File: src/rtl/ulpb_tx_queue.sv
// Transmit message queue in front of the ulpb node: buffers host messages, requests
// transmission of the head entry, waits for the receiver ack and retries on timeout.
module ulpb_tx_queue #(
   parameter int unsigned ADDR_WIDTH = 8,
   parameter int unsigned DATA_WIDTH = 32,
   parameter int unsigned DEPTH      = 4,
   parameter int unsigned TIMEOUT    = 256,
   parameter int unsigned MAX_RETRY  = 3
) (
   input  logic                    CLK,
   input  logic                    RESET,
   input  logic                    WR_VALID,
   output logic                    WR_READY,
   input  logic [ADDR_WIDTH-1:0]   WR_ADDR,
   input  logic [DATA_WIDTH-1:0]   WR_DATA,
   output logic [ADDR_WIDTH-1:0]   TX_ADDR,
   output logic [DATA_WIDTH-1:0]   TX_DATA,
   output logic                    REQ_TX,
   input  logic                    ACK_TX,
   input  logic                    ACK_RECEIVED,
   output logic                    TX_DONE,
   output logic                    TX_FAIL,
   output logic [$clog2(DEPTH):0]  COUNT
);

   localparam int unsigned PW = $clog2(DEPTH);
   localparam int unsigned CW = PW + 1;
   localparam int unsigned TW = $clog2(TIMEOUT);
   localparam int unsigned RW = (MAX_RETRY > 0) ? $clog2(MAX_RETRY + 1) : 1;

   typedef enum logic [1:0] {
      S_IDLE,
      S_REQ,
      S_WAIT
   } state_t;

   state_t                r_state;
   logic [TW-1:0]         r_timer;
   logic [RW-1:0]         r_retry;
   logic                  r_ack_rcv_d;
   logic [PW-1:0]         r_wr_ptr;
   logic [PW-1:0]         r_rd_ptr;
   logic [CW-1:0]         r_count;
   logic                  r_req_tx;
   logic                  r_tx_done;
   logic                  r_tx_fail;
   logic [ADDR_WIDTH-1:0] r_mem_addr [DEPTH];
   logic [DATA_WIDTH-1:0] r_mem_data [DEPTH];

   logic w_wr_ready;
   logic w_push;
   logic w_ack_rise;
   logic w_pop;

   assign w_wr_ready = (r_count != CW'(DEPTH));
   assign w_push     = WR_VALID & w_wr_ready;
   assign w_ack_rise = ACK_RECEIVED & ~r_ack_rcv_d;
   assign w_pop      = (r_state == S_WAIT) &
                       (w_ack_rise | ((r_timer == '0) && (r_retry == RW'(MAX_RETRY))));

   assign WR_READY = w_wr_ready;
   assign TX_ADDR  = r_mem_addr[r_rd_ptr];
   assign TX_DATA  = r_mem_data[r_rd_ptr];
   assign REQ_TX   = r_req_tx;
   assign TX_DONE  = r_tx_done;
   assign TX_FAIL  = r_tx_fail;
   assign COUNT    = r_count;

   // Message storage; contents are don't-care until written, so no reset.
   always_ff @(posedge CLK) begin
      if (w_push) begin
         r_mem_addr[r_wr_ptr] <= WR_ADDR;
         r_mem_data[r_wr_ptr] <= WR_DATA;
      end
   end

   always_ff @(posedge CLK or posedge RESET) begin
      if (RESET) begin
         r_wr_ptr <= '0;
         r_rd_ptr <= '0;
         r_count  <= '0;
      end else begin
         if (w_push) r_wr_ptr <= r_wr_ptr + PW'(1);
         if (w_pop)  r_rd_ptr <= r_rd_ptr + PW'(1);
         case ({w_push, w_pop})
            2'b10:   r_count <= r_count + CW'(1);
            2'b01:   r_count <= r_count - CW'(1);
            default: r_count <= r_count;
         endcase
      end
   end

   // Request / wait-for-ack / retry sequencer; a rising ack only counts while waiting.
   always_ff @(posedge CLK or posedge RESET) begin
      if (RESET) begin
         r_state     <= S_IDLE;
         r_timer     <= '0;
         r_retry     <= '0;
         r_ack_rcv_d <= 1'b0;
         r_req_tx    <= 1'b0;
         r_tx_done   <= 1'b0;
         r_tx_fail   <= 1'b0;
      end else begin
         r_ack_rcv_d <= ACK_RECEIVED;
         r_tx_done   <= 1'b0;
         r_tx_fail   <= 1'b0;
         case (r_state)
            S_IDLE: begin
               if ((r_count != '0) && !ACK_TX) begin
                  r_req_tx <= 1'b1;
                  r_state  <= S_REQ;
               end
            end
            S_REQ: begin
               if (ACK_TX) begin
                  r_req_tx <= 1'b0;
                  r_timer  <= TW'(TIMEOUT - 1);
                  r_state  <= S_WAIT;
               end
            end
            S_WAIT: begin
               if (w_ack_rise) begin
                  r_tx_done <= 1'b1;
                  r_retry   <= '0;
                  r_state   <= S_IDLE;
               end else if (r_timer == '0) begin
                  if (r_retry == RW'(MAX_RETRY)) begin
                     r_tx_fail <= 1'b1;
                     r_retry   <= '0;
                  end else begin
                     r_retry <= r_retry + RW'(1);
                  end
                  r_state <= S_IDLE;
               end else begin
                  r_timer <= r_timer - TW'(1);
               end
            end
            default: begin
               r_req_tx <= 1'b0;
               r_state  <= S_IDLE;
            end
         endcase
      end
   end

endmodule

File: config.mk
export PLATFORM = sky130hd
export DESIGN_NAME = ulpb_tx_queue
export DESIGN_NICKNAME = d
export VERILOG_FILES = /design/src/rtl/ulpb_tx_queue.sv
export SDC_FILE = /design/constraint.sdc
export NUM_CORES = 1
export LEC_CHECK = 0
export BUFFER_PORTS_ARGS = -buffer_cell sky130_fd_sc_hd__buf_4
export CAP_MARGIN = 20
export CORE_ASPECT_RATIO = 1.5
export CORE_MARGIN = 8
export CORE_UTILIZATION = 41
export CTS_CLUSTER_DIAMETER = 100
export DETAILED_ROUTE_END_ITERATION = 8
export GPL_TIMING_DRIVEN = 0
export HOLD_SLACK_MARGIN = 0.1
export SLEW_MARGIN = 20
export SYNTH_ARGS = -nofsm -noshare
export SYNTH_HDL_FRONTEND = slang
export SYNTH_SLANG_ARGS = --single-unit
File: constraint.sdc
create_clock -name CLK -period 6.2 [get_ports CLK]
set_input_delay 0.31 -clock CLK [delete_from_list [all_inputs] [get_ports CLK]]
set_output_delay 0.31 -clock CLK [all_outputs]
set_load 0.05 [all_outputs]
==> out/summary.json <==
{
  "final_layout": {
    "nNetsFinal": 523,
    "layout.area.seq_mm2": 0.00538,
    "multi_input_area_mm2": 0.00150,
    "stdcell_area_mm2": 0.00891,
    "drive_gt1_frac": 0.368,
    "fillerInstances": 1352,
    "number_of_antenna_cells_inserted": 0,
    "area_growth_pct": 28.2
  },
  "power": {
    "static-leakage-power_nw": 3.24,
    "ir_drop_mv": 0.312,
    "power_density_over_the_cells_mw_per_mm2": 518,
    "post-layout-total-power_mw": 4.62
  },
  "setup_path": {
    "worstPathRequired_ps": 6540,
    "path_buf_inv": 2,
    "timing.critical_path.fanout_max": 3,
    "critical_path_source_type": "flip-flop",
    "worst_path_largest_cell_delay_ps": 390,
    "crit_arrival_ps": 3000,
    "crit_chain": "inv_1 -> ha_1 -> nor3b_1 -> a31oi_1 -> nor2_1 -> ha_1 -> inv_1 -> fa_1 -> xor2_1 -> nor2_1 -> xor2_1",
    "critPathSlowestCell": "dfrtp_1",
    "timing.setup.critical_path_class": "flip-flop to flip-flop",
    "cpLargestDelayFamily": "adder cells",
    "timing.critical_path.to_type": "flip-flop"
  },
  "synthesis": {
    "synth_top_area_share": 0.691,
    "synthMostInstantiatedCell": "edfxtp_1",
    "edff_count_synth": 160,
    "synth_fp_nets": 373,
    "synth.largest_area_cell": "edfxtp_1",
    "yosys_warnings": 0,
    "synthFlopType": "edfxtp_1",
    "synth.top_cells.by_area": "edfxtp_1 69%, mux4_2 13%, dfrtp_1 8.3%",
    "yosys_register_bits": 183,
    "yosys.cell_types.count": 38,
    "cell_area_after_synthesis_mm2": 0.00695,
    "seq_area_frac_synth": 0.774,
    "synth-async-reset-ratio": 0.126,
    "syn_avg_cell_area_um2": 21.8,
    "synth.cells.most_frequent": "160 x edfxtp_1, 40 x mux4_2, 23 x dfrtp_1",
    "syn_inst": 319
  },
  "hold_path": {
    "holdCritPathClass": "input port to async pin"
  },
  "drt": {
    "drcViolationCount": 0,
    "initialDrtViolationCount": 237,
    "via_count": 3475,
    "detail_route.first_pass.iterations": 4,
    "wire_length_per_cell_um": 18.7,
    "totalWireLength_um": 12900,
    "vias_per_cell": 5.03,
    "route.antenna.remaining_nets": 0
  },
  "sta": {
    "max_slew.worst_pin.slew_ps": 887,
    "hold_viol_final": 0,
    "setup_violations_final": 0,
    "rsz0062_at_grt": "no",
    "achievable-frequency_mhz": 376,
    "timing.clock.skew_ps": 9.33,
    "slew_headroom": 0.408,
    "layout_worst_path_cycle_share": 0.429,
    "layout_min_cycle_time_ps": 2660,
    "final_max_slew_violation_count": 0,
    "setup_total_negative_slack_ps": 0,
    "hold_ws_ps": 93.1
  },
  "floorplan": {
    "die_x_um": 122,
    "die-height_um": 175,
    "core_area_mm2": 0.0167,
    "boundaryPins": 92,
    "floorplan.rows": 58,
    "floorplan.die_area_mm2": 0.0215,
    "start_util": 0.416
  },
  "clocking": {
    "clock_tree_from_tritoncts": "done",
    "clkSinkCount": 183,
    "max-clock-path-buffers": 2,
    "cts.clk_slew.worst_paths_ps": 70,
    "htreeDepth": 4,
    "post_cts_buffers": 0,
    "tritoncts.num_buffers": 17,
    "worst_skew_pair.late_latency_ps": 410,
    "cts.root.buffer_cell": "clkbuf_16"
  },
  "global_route": {
    "antenna_violations_before_repair": 0,
    "globalRouteTotalUtil": 0.124,
    "grt_overflow_total": 0,
    "grt_first_pass_wirelength_um": 20100,
    "grt_max_degree": 41,
    "first_global_vias": 3819
  },
  "placed_design": {
    "placed_cell_area_mm2": 0.00792,
    "placement.io_buffers": 91,
    "dp_hpwl_um": 8060,
    "gp_congestion": 0.708
  },
  "run_status": {
    "run_status": "complete, no violations"
  },
  "run": {
    "maxCapViolCount": 0
  }
}
## state kept, by name, indices dropped and copies added, names as in the netlist
register     flops
TX_FAIL          1
r_state          2
r_ack_rcv_d      1
r_timer          8
REQ_TX           1
r_retry          2
TX_DONE          1
COUNT            3
r_rd_ptr         2
r_mem_data     128
r_mem_addr      32
r_wr_ptr         2
## where the power goes
| group | internal [mW] | switching, mW | leakage [nW] | total, mW |
|---|---|---|---|---|
| sequential | 1.62 | 0.0690 | 1.72 | 1.69 |
| combinational | 0.634 | 1.21 | 1.23 | 1.85 |
| clock | 0.636 | 0.449 | 0.288 | 1.08 |
## cell type report
cell class                 count  area share
timing repair buffer         131       0.122
clock inverter                14      0.0192
multi-input combinational    115       0.168
tap                          210      0.0295
inverter                       9     0.00379
clock buffer                  17      0.0477
buffer                        12     0.00674
sequential                   183       0.604
## worst register-to-register path: cells and delay by family, from the launching register on
family | cells | cell delay, ps
AO/OA/AOI/OAI | 1 | 180
XOR/XNOR | 2 | 310
AND/OR/NAND/NOR | 3 | 770
adder cells (fa/ha/maj) | 3 | 770
buffers and inverters | 2 | 160
flip-flops | 1 | 390
## repair_timing
action,CTS,global route
gates resized for setup,0,0
hold buffers,40,0
endpoints found under the hold margin,156,0
## per-layer routing
layer | track usage | vias to the layer above | wire (um)
met5 | 0 | - | 0
met4 | 0.0459 | 0 | 225
met3 | 0.0312 | 18 | 559
met2 | 0.218 | 70 | 6980
met1 | 0.142 | 1796 | 5160
li1 | - | 1591 | -
## cells by family after synthesis
logic type	count (synthesis)	synth area share
flops	183	0.774
mux	47	0.140
simple gates	41	0.0357
buf+inv	21	0.0135
compound gates	12	0.0119
fa+ha+maj	9	0.0173
xor+xnor	6	0.00756
## placed cells by master, fill, tap and decap left out, types with 2 or more instances in the layout
master,n
dfrtp_1,23
ha_1,8
nand3_1,3
clkbuf_1,2
mux2i_1,6
inv_1,9
bufinv_16,3
nor2b_1,3
buf_2,6
a21oi_1,3
nand4b_1,2
clkinvlp_4,2
and2_1,3
buf_1,3
xor2_1,4
nor2_1,12
a31oi_1,2
clkinv_2,2
xnor2_1,2
mux4_2,40
clkbuf_16,17
edfxtp_1,160
and3_4,4
buf_4,91
nor3_1,2
a22o_1,2
nand2_1,2
o21ai_0,2
inv_6,4
dlygate4sd3_1,40
clkinv_4,2
## worst paths after layout
| kind | from | end | slack [ps] | depth (start not counted) |
|---|---|---|---|---|
| max | r_timer[1] | COUNT[2] | 3540 | 11 |
| min | RESET | r_wr_ptr[0] | 90 | 2 |
| max reg2reg | r_timer[1] | COUNT[2] | 3540 | 11 |
| min reg2reg | r_timer[0] | r_timer[0] | 500 | 1 |
| max in group asynchronous | RESET | r_rd_ptr[1] | 5550 | 2 |
| min in group CLK | WR_DATA[31] | r_mem_data[0][31] | 120 | 1 |
## stage by stage
| step | setup slack (ps) | std cells | util |
|---|---|---|---|
| floorplan | 3400 | 319 | - |
| global placement | 3290 | 620 | 0.473 |
| detailed placement | 3600 | 620 | 0.474 |
| CTS | 3570 | 691 | 0.534 |
| global route | 3340 | 691 | 0.534 |
| finish | 3540 | 691 | 0.534 |
No activity file was read; power rests on OpenSTA's default activity.
